## src/rtl/bfly_stage_fac8_1_if.sv

```systemverilog
// Beat-level bus between the butterfly stage and its neighbours: two-beat complex
// input pairs in, 16-lane sum/difference arrays plus twiddle select out.
interface bfly_stage_fac8_1_if #(
   parameter int IN_WIDTH  = 10,
   parameter int OUT_WIDTH = 11,
   parameter int DEPTH     = 16,
   parameter int SEL_WIDTH = 3
);
   logic                                din_valid;
   logic                                din_sof;
   logic [DEPTH-1:0][IN_WIDTH-1:0]      din_R;
   logic [DEPTH-1:0][IN_WIDTH-1:0]      din_Q;
   logic                                dout_valid;
   logic [DEPTH-1:0][OUT_WIDTH-1:0]     dout_R_add;
   logic [DEPTH-1:0][OUT_WIDTH-1:0]     dout_R_sub;
   logic [DEPTH-1:0][OUT_WIDTH-1:0]     dout_Q_add;
   logic [DEPTH-1:0][OUT_WIDTH-1:0]     dout_Q_sub;
   logic [SEL_WIDTH-1:0]                select;
   logic                                sync_err;

   modport master (
      output din_valid, din_sof, din_R, din_Q,
      input  dout_valid, dout_R_add, dout_R_sub, dout_Q_add, dout_Q_sub, select, sync_err
   );

   modport slave (
      input  din_valid, din_sof, din_R, din_Q,
      output dout_valid, dout_R_add, dout_R_sub, dout_Q_add, dout_Q_sub, select, sync_err
   );
endinterface

```

## src/rtl/bfly_stage_fac8_1.sv

```systemverilog
// Radix-2 butterfly feeding the factor-8 twiddle multiplier: pairs consecutive beats
// (x, y) into x+y / x-y per lane and tags each result with a frame-relative select.
module bfly_stage_fac8_1 #(
   parameter int IN_WIDTH  = 10,
   parameter int OUT_WIDTH = 11,
   parameter int DEPTH     = 16,
   parameter int SEL_WIDTH = 3
) (
   input  logic                clk,
   input  logic                rst,
   bfly_stage_fac8_1_if.slave  bus
);

   typedef enum logic [0:0] {S_FIRST, S_SECOND} state_t;

   state_t                          state;
   logic [SEL_WIDTH-1:0]            sel_cnt;
   logic [DEPTH-1:0][IN_WIDTH-1:0]  x_R;
   logic [DEPTH-1:0][IN_WIDTH-1:0]  x_Q;

   logic                            dout_valid_q;
   logic                            sync_err_q;
   logic [SEL_WIDTH-1:0]            select_q;
   logic [DEPTH-1:0][OUT_WIDTH-1:0] r_add_q, r_sub_q, q_add_q, q_sub_q;

   function automatic logic [OUT_WIDTH-1:0] sext(input logic [IN_WIDTH-1:0] v);
      sext = OUT_WIDTH'($signed(v));
   endfunction

   // NOTE: all state below uses non-blocking assignments so every register samples
   // pre-edge values; a blocking write to x_R would leak the new beat into this cycle's sums.
   always_ff @(posedge clk) begin
      if (rst) begin
         state        <= S_FIRST;
         sel_cnt      <= '0;
         // NOTE: the x buffer is a plain register bank, not a RAM, so clearing it on
         // reset is cheap and keeps the pipeline free of stale operands.
         x_R          <= '0;
         x_Q          <= '0;
         dout_valid_q <= 1'b0;
         sync_err_q   <= 1'b0;
         select_q     <= '0;
         r_add_q      <= '0;
         r_sub_q      <= '0;
         q_add_q      <= '0;
         q_sub_q      <= '0;
      end else begin
         dout_valid_q <= 1'b0;
         sync_err_q   <= 1'b0;
         if (bus.din_valid) begin
            if (bus.din_sof) begin
               // Frame start always re-anchors the pair and the select sequence.
               x_R        <= bus.din_R;
               x_Q        <= bus.din_Q;
               sel_cnt    <= '0;
               sync_err_q <= (state == S_SECOND);
               state      <= S_SECOND;
            end else if (state == S_FIRST) begin
               x_R   <= bus.din_R;
               x_Q   <= bus.din_Q;
               state <= S_SECOND;
            end else begin
               for (int i = 0; i < DEPTH; i++) begin
                  r_add_q[i] <= sext(x_R[i]) + sext(bus.din_R[i]);
                  r_sub_q[i] <= sext(x_R[i]) - sext(bus.din_R[i]);
                  q_add_q[i] <= sext(x_Q[i]) + sext(bus.din_Q[i]);
                  q_sub_q[i] <= sext(x_Q[i]) - sext(bus.din_Q[i]);
               end
               dout_valid_q <= 1'b1;
               select_q     <= sel_cnt;
               sel_cnt      <= sel_cnt + 1'b1;
               state        <= S_FIRST;
            end
         end
      end
   end

   assign bus.dout_valid = dout_valid_q;
   assign bus.sync_err   = sync_err_q;
   assign bus.select     = select_q;
   assign bus.dout_R_add = r_add_q;
   assign bus.dout_R_sub = r_sub_q;
   assign bus.dout_Q_add = q_add_q;
   assign bus.dout_Q_sub = q_sub_q;

endmodule

```

## src/flat_wrapper.sv

```systemverilog
// flat-port wrapper written by rule: the top's interface ports become plain ports
module bfly_stage_fac8_1_flat 
#(
   parameter int IN_WIDTH  = 10,
   parameter int OUT_WIDTH = 11,
   parameter int DEPTH     = 16,
   parameter int SEL_WIDTH = 3
)
  (clk, rst, bus_din_valid, bus_din_sof, bus_din_R, bus_din_Q, bus_dout_valid, bus_dout_R_add, bus_dout_R_sub, bus_dout_Q_add, bus_dout_Q_sub, bus_select, bus_sync_err);
  bfly_stage_fac8_1_if #(.IN_WIDTH(IN_WIDTH), .OUT_WIDTH(OUT_WIDTH), .DEPTH(DEPTH), .SEL_WIDTH(SEL_WIDTH)) bus_i ();
  input  logic clk;
  input  logic rst;
  input wire logic [$bits(bus_i.din_valid)-1:0] bus_din_valid;
  input wire logic [$bits(bus_i.din_sof)-1:0] bus_din_sof;
  input wire logic [$bits(bus_i.din_R)-1:0] bus_din_R;
  input wire logic [$bits(bus_i.din_Q)-1:0] bus_din_Q;
  output wire logic [$bits(bus_i.dout_valid)-1:0] bus_dout_valid;
  output wire logic [$bits(bus_i.dout_R_add)-1:0] bus_dout_R_add;
  output wire logic [$bits(bus_i.dout_R_sub)-1:0] bus_dout_R_sub;
  output wire logic [$bits(bus_i.dout_Q_add)-1:0] bus_dout_Q_add;
  output wire logic [$bits(bus_i.dout_Q_sub)-1:0] bus_dout_Q_sub;
  output wire logic [$bits(bus_i.select)-1:0] bus_select;
  output wire logic [$bits(bus_i.sync_err)-1:0] bus_sync_err;
  assign bus_i.din_valid = bus_din_valid;
  assign bus_i.din_sof = bus_din_sof;
  assign bus_i.din_R = bus_din_R;
  assign bus_i.din_Q = bus_din_Q;
  assign bus_dout_valid = bus_i.dout_valid;
  assign bus_dout_R_add = bus_i.dout_R_add;
  assign bus_dout_R_sub = bus_i.dout_R_sub;
  assign bus_dout_Q_add = bus_i.dout_Q_add;
  assign bus_dout_Q_sub = bus_i.dout_Q_sub;
  assign bus_select = bus_i.select;
  assign bus_sync_err = bus_i.sync_err;
  bfly_stage_fac8_1 #(.IN_WIDTH(IN_WIDTH), .OUT_WIDTH(OUT_WIDTH), .DEPTH(DEPTH), .SEL_WIDTH(SEL_WIDTH)) u_core (.clk(clk), .rst(rst), .bus(bus_i));
endmodule
```

## config.mk

```make
export PLATFORM = sky130hd
export DESIGN_NAME = bfly_stage_fac8_1_flat
export DESIGN_NICKNAME = d
export VERILOG_FILES = /design/src/rtl/bfly_stage_fac8_1_if.sv /design/src/rtl/bfly_stage_fac8_1.sv /design/src/flat_wrapper.sv
export SDC_FILE = /design/constraint.sdc
export NUM_CORES = 2
export LEC_CHECK = 0
export BUFFER_PORTS_ARGS = -buffer_cell sky130_fd_sc_hd__buf_2
export CAP_MARGIN = 20
export CELL_PAD_IN_SITES_DETAIL_PLACEMENT = 1
export CELL_PAD_IN_SITES_GLOBAL_PLACEMENT = 1
export CORE_ASPECT_RATIO = 0.9
export CORE_MARGIN = 8
export CORE_UTILIZATION = 43
export CTS_CLUSTER_SIZE = 16
export DETAILED_ROUTE_END_ITERATION = 6
export PLACE_DENSITY = 0.85
export REMOVE_ABC_BUFFERS = 1
export SYNTH_ARGS = -nofsm -noshare
export SYNTH_HDL_FRONTEND = slang
export SYNTH_SLANG_ARGS = --single-unit
```

## constraint.sdc

```tcl
create_clock -name clk -period 2.8 [get_ports clk]
set_input_delay 0.56 -clock clk [delete_from_list [all_inputs] [get_ports clk]]
set_output_delay 0.56 -clock clk [all_outputs]
set_load 0.01 [all_outputs]
```

==> metrics.yaml <==
final.setup.tns_ps: 0
synth_top_family_by_area: "compound AO/OA/AOI/OAI gates"
die-area_um2: 158000
whs_path_depth: 3
dieWidth_um: 418.1
slew-limit-headroom_pct: 49.76
seq_area_frac_synth_pct: 32.03
cp.required_ps: 3440
cts.sinks: 1001
async_flop_share_pct: 0
die_y_um: 377.9
drcViolationCount: 0
dp.final_hpwl_um: 189500
placementRows: 132
root_buffer: "clkbuf_16"
cts.path.max_buffers: 3
finalSetupViolations: 0
avgViaCountPerCell: 5.781
numCtsBuffers: 112
min_from: "bus_din_R[53]"
synth_simple_gate_area_share_pct: 16.93
finalHoldViolations: 0
worstHoldPathType: "input port to flop"
place_inst: 10369
crit_type: "input port to flop"
vias: 61725
port_buffers: 1032
drive_gt1_share_pct: 17.17
grt_usage_pct: 30.11
outcome: "finished, final reports clean"
avgRoutedWirePerCell_um: 23.72
startpoint: "bus_din_R[52]"
r2r_end: "u_core.bus.dout_R_sub[39]"
drt_iter0_drc: 4012
r2r_slack_ps: 420
period_share_pct: 87.46
cts_tree: "done"
syn_inst: 7785
hold_buffers: 10
p_leak_nw: 33.85
wl_um: 253300
finalNonFillerCells: 10677
synthDistinctLibCells: 73
yosys_warnings: 0
antenna_found_initial: 117
syn_to_final_growth_pct: 17.72
cts_setup_buffers: 0
ioPinCount: 1033
yosys_register_bits: 1001
post-place-ws_ps: 173.9
core_um2: 144200
timing.final.ws_setup_ps: 351.0
max_slew.worst_pin.slew_ps: 734.6
h-tree-depth: 3
synth_compound_area_share_pct: 22.71
crit_path_start_kind: "input port"
gp_congestion: 0.9447
syn_area_per_cell_um2: 8.037
cts_resized: 0
yosys.area_share.xor_xnor_pct: 5.221
grt_max_degree: 116
max_freq_mhz: 408.3
overflow: 0
yosysTopAreaCellShare_pct: 32.03
clk-insertion-delay-late_ps: 770
path_max_fanout: 8
synth_fa_ha_area_share_pct: 14.87
grt_pass1_wl_um: 381200
synth.cells.most_frequent: "1123 x nand2_1, 1012 x a21oi_1, 1001 x dfxtp_1"
reg2reg_from: "u_core.x_R[30]"
postRouteAntennaNets: 0
rsz0062_at_grt: "false"
worst_ep_arrival_time_ps: 3090
start_util_pct: 43.40
yosysMostFrequentCell: "nand2_1"
synth_area_leaders: "dfxtp_1 32%, ha_1 13%, a21oi_1 8.1%, nand2_1 6.7%, xnor2_1 4.4%"
critPathCaptureType: "flop"
yosys.area.top_type: "dfxtp_1"
nets: 9579
synth.cell_area_um2: 62570
clk_pin_slew_ps: 70
synth_ff_type: "dfxtp_1"
synth-edff-count: 0
fin_skew_ps: 26.76
rr_worst_depth: 8
peakVddDrop_mv: 0.5114
finalCriticalPeriod_ps: 2449
power_density_nw_per_um2: 549.9
firstDrtPassIters: 6
drv_cap: 0
n_fill_cell: 17789
final_max_slew_viol_count: 0
muxShareOfSynthArea_pct: 0.8159
grt_pass1_vias: 63952
whs_endpoint: "u_core.x_R[53]"
[flip-flops by register name, summed over array words and instances (netlist names)]
name,cells
u_core.bus.dout_Q_sub,176
u_core.bus.dout_R_add,175
u_core.bus.dout_R_sub,161
u_core.bus.dout_Q_add,160
u_core.x_Q,160
u_core.x_R,160
u_core.bus.select,3
u_core.sel_cnt,3
u_core.bus.dout_valid,1
u_core.bus.sync_err,1
u_core.state,1
[how the worst max path moves through the flow]
stage | endpoint | slack (ps)
final | u_core.bus.dout_R_add[63] | 350
after global routing | u_core.bus.dout_R_add[52] | 280
after CTS | u_core.bus.dout_Q_sub[83] | 470
after detailed placement | u_core.bus.dout_R_add[52] | 170
after global placement | u_core.bus.dout_R_add[151] | 260
after floorplan | u_core.bus.dout_Q_sub[108] | -20300
[power breakdown]
part	switching, mW	internal, mW
clock	6.72	9.61
sequential	0.571	14.9
combinational	5.51	3.17
[per-stage QoR]
stage,util (%),instance area (um^2),total power [mW],hold WS (ps)
after floorplan,-,59980,21.31,439.7
after global placement,48.08,69320,23.88,432.0
after detailed placement,48.08,69320,24.23,436.7
after CTS,50.93,73430,40.62,1.535
after global routing,51.06,73620,42.06,34.90
final,51.09,73660,40.50,57.26
[cell type report]
cell class	count	area, um^2	area share, %
diodes	90	225.2	0.3058
clock buffers	150	3167	4.299
clock inverters	58	843.3	1.145
inverters	549	2068	2.808
multi-input cells	5686	37920	51.49
flip-flops and latches	1001	20040	27.21
well taps	1943	2431	3.300
repair buffers	1200	6962	9.451
[metal layers]
metal / vias to the layer above / share of wire, % / GRT usage, %
met5: - / 0.056 / 0
met4: 22 / 8.7 / 23.30
met3: 735 / 5.5 / 5.659
met2: 2065 / 47 / 50.20
met1: 30331 / 39 / 34.01
li1: 28572 / - / -
[cells by family (layout without fill, tap and decap cells)]
logic type	after synthesis	count (layout)
AO/OA/AOI/OAI	2205	2205
XOR/XNOR	373	373
adder cells (fa/ha/maj)	705	705
AND/OR/NAND/NOR	2352	2352
other	0	90
flip-flops	1001	1001
multiplexers	51	51
buffers and inverters	1098	1957
[critical path: stages]
cell,delay [ps]
dlygate4sd3_1,590
buf_2,150
inv_1,40
ha_1,440
o21bai_1,180
a2111oi_0,670
o41ai_2,200
xnor2_1,190
o21ai_1,70
[layout by cell type (no fill, tap or decap), drive strengths merged, types with 19 or more instances in the layout]
| cell type | instances |
|---|---|
| buf | 1190 |
| nand2 | 1124 |
| a21oi | 1012 |
| dfxtp | 1001 |
| ha | 641 |
| inv | 553 |
| nor2 | 476 |
| o21ai | 317 |
| xnor2 | 315 |
| a211oi | 274 |
| nand3 | 169 |
| clkbuf | 150 |
| nor3 | 132 |
| nor2b | 112 |
| diode | 90 |
| o311ai | 72 |
| a21o | 71 |
| o31ai | 68 |
| fa | 64 |
| o21bai | 64 |
| or3 | 59 |
| xor2 | 58 |
| or4 | 56 |
| nand2b | 55 |
| nor3b | 51 |
| mux2i | 51 |
| o2111ai | 34 |
| nor4 | 32 |
| a211o | 32 |
| o41ai | 32 |
| a2111oi | 32 |
| a31oi | 31 |
| a311oi | 28 |
| nand4 | 26 |
| clkinv | 22 |
| a22oi | 19 |
No activity file was read; power rests on OpenSTA's default activity.
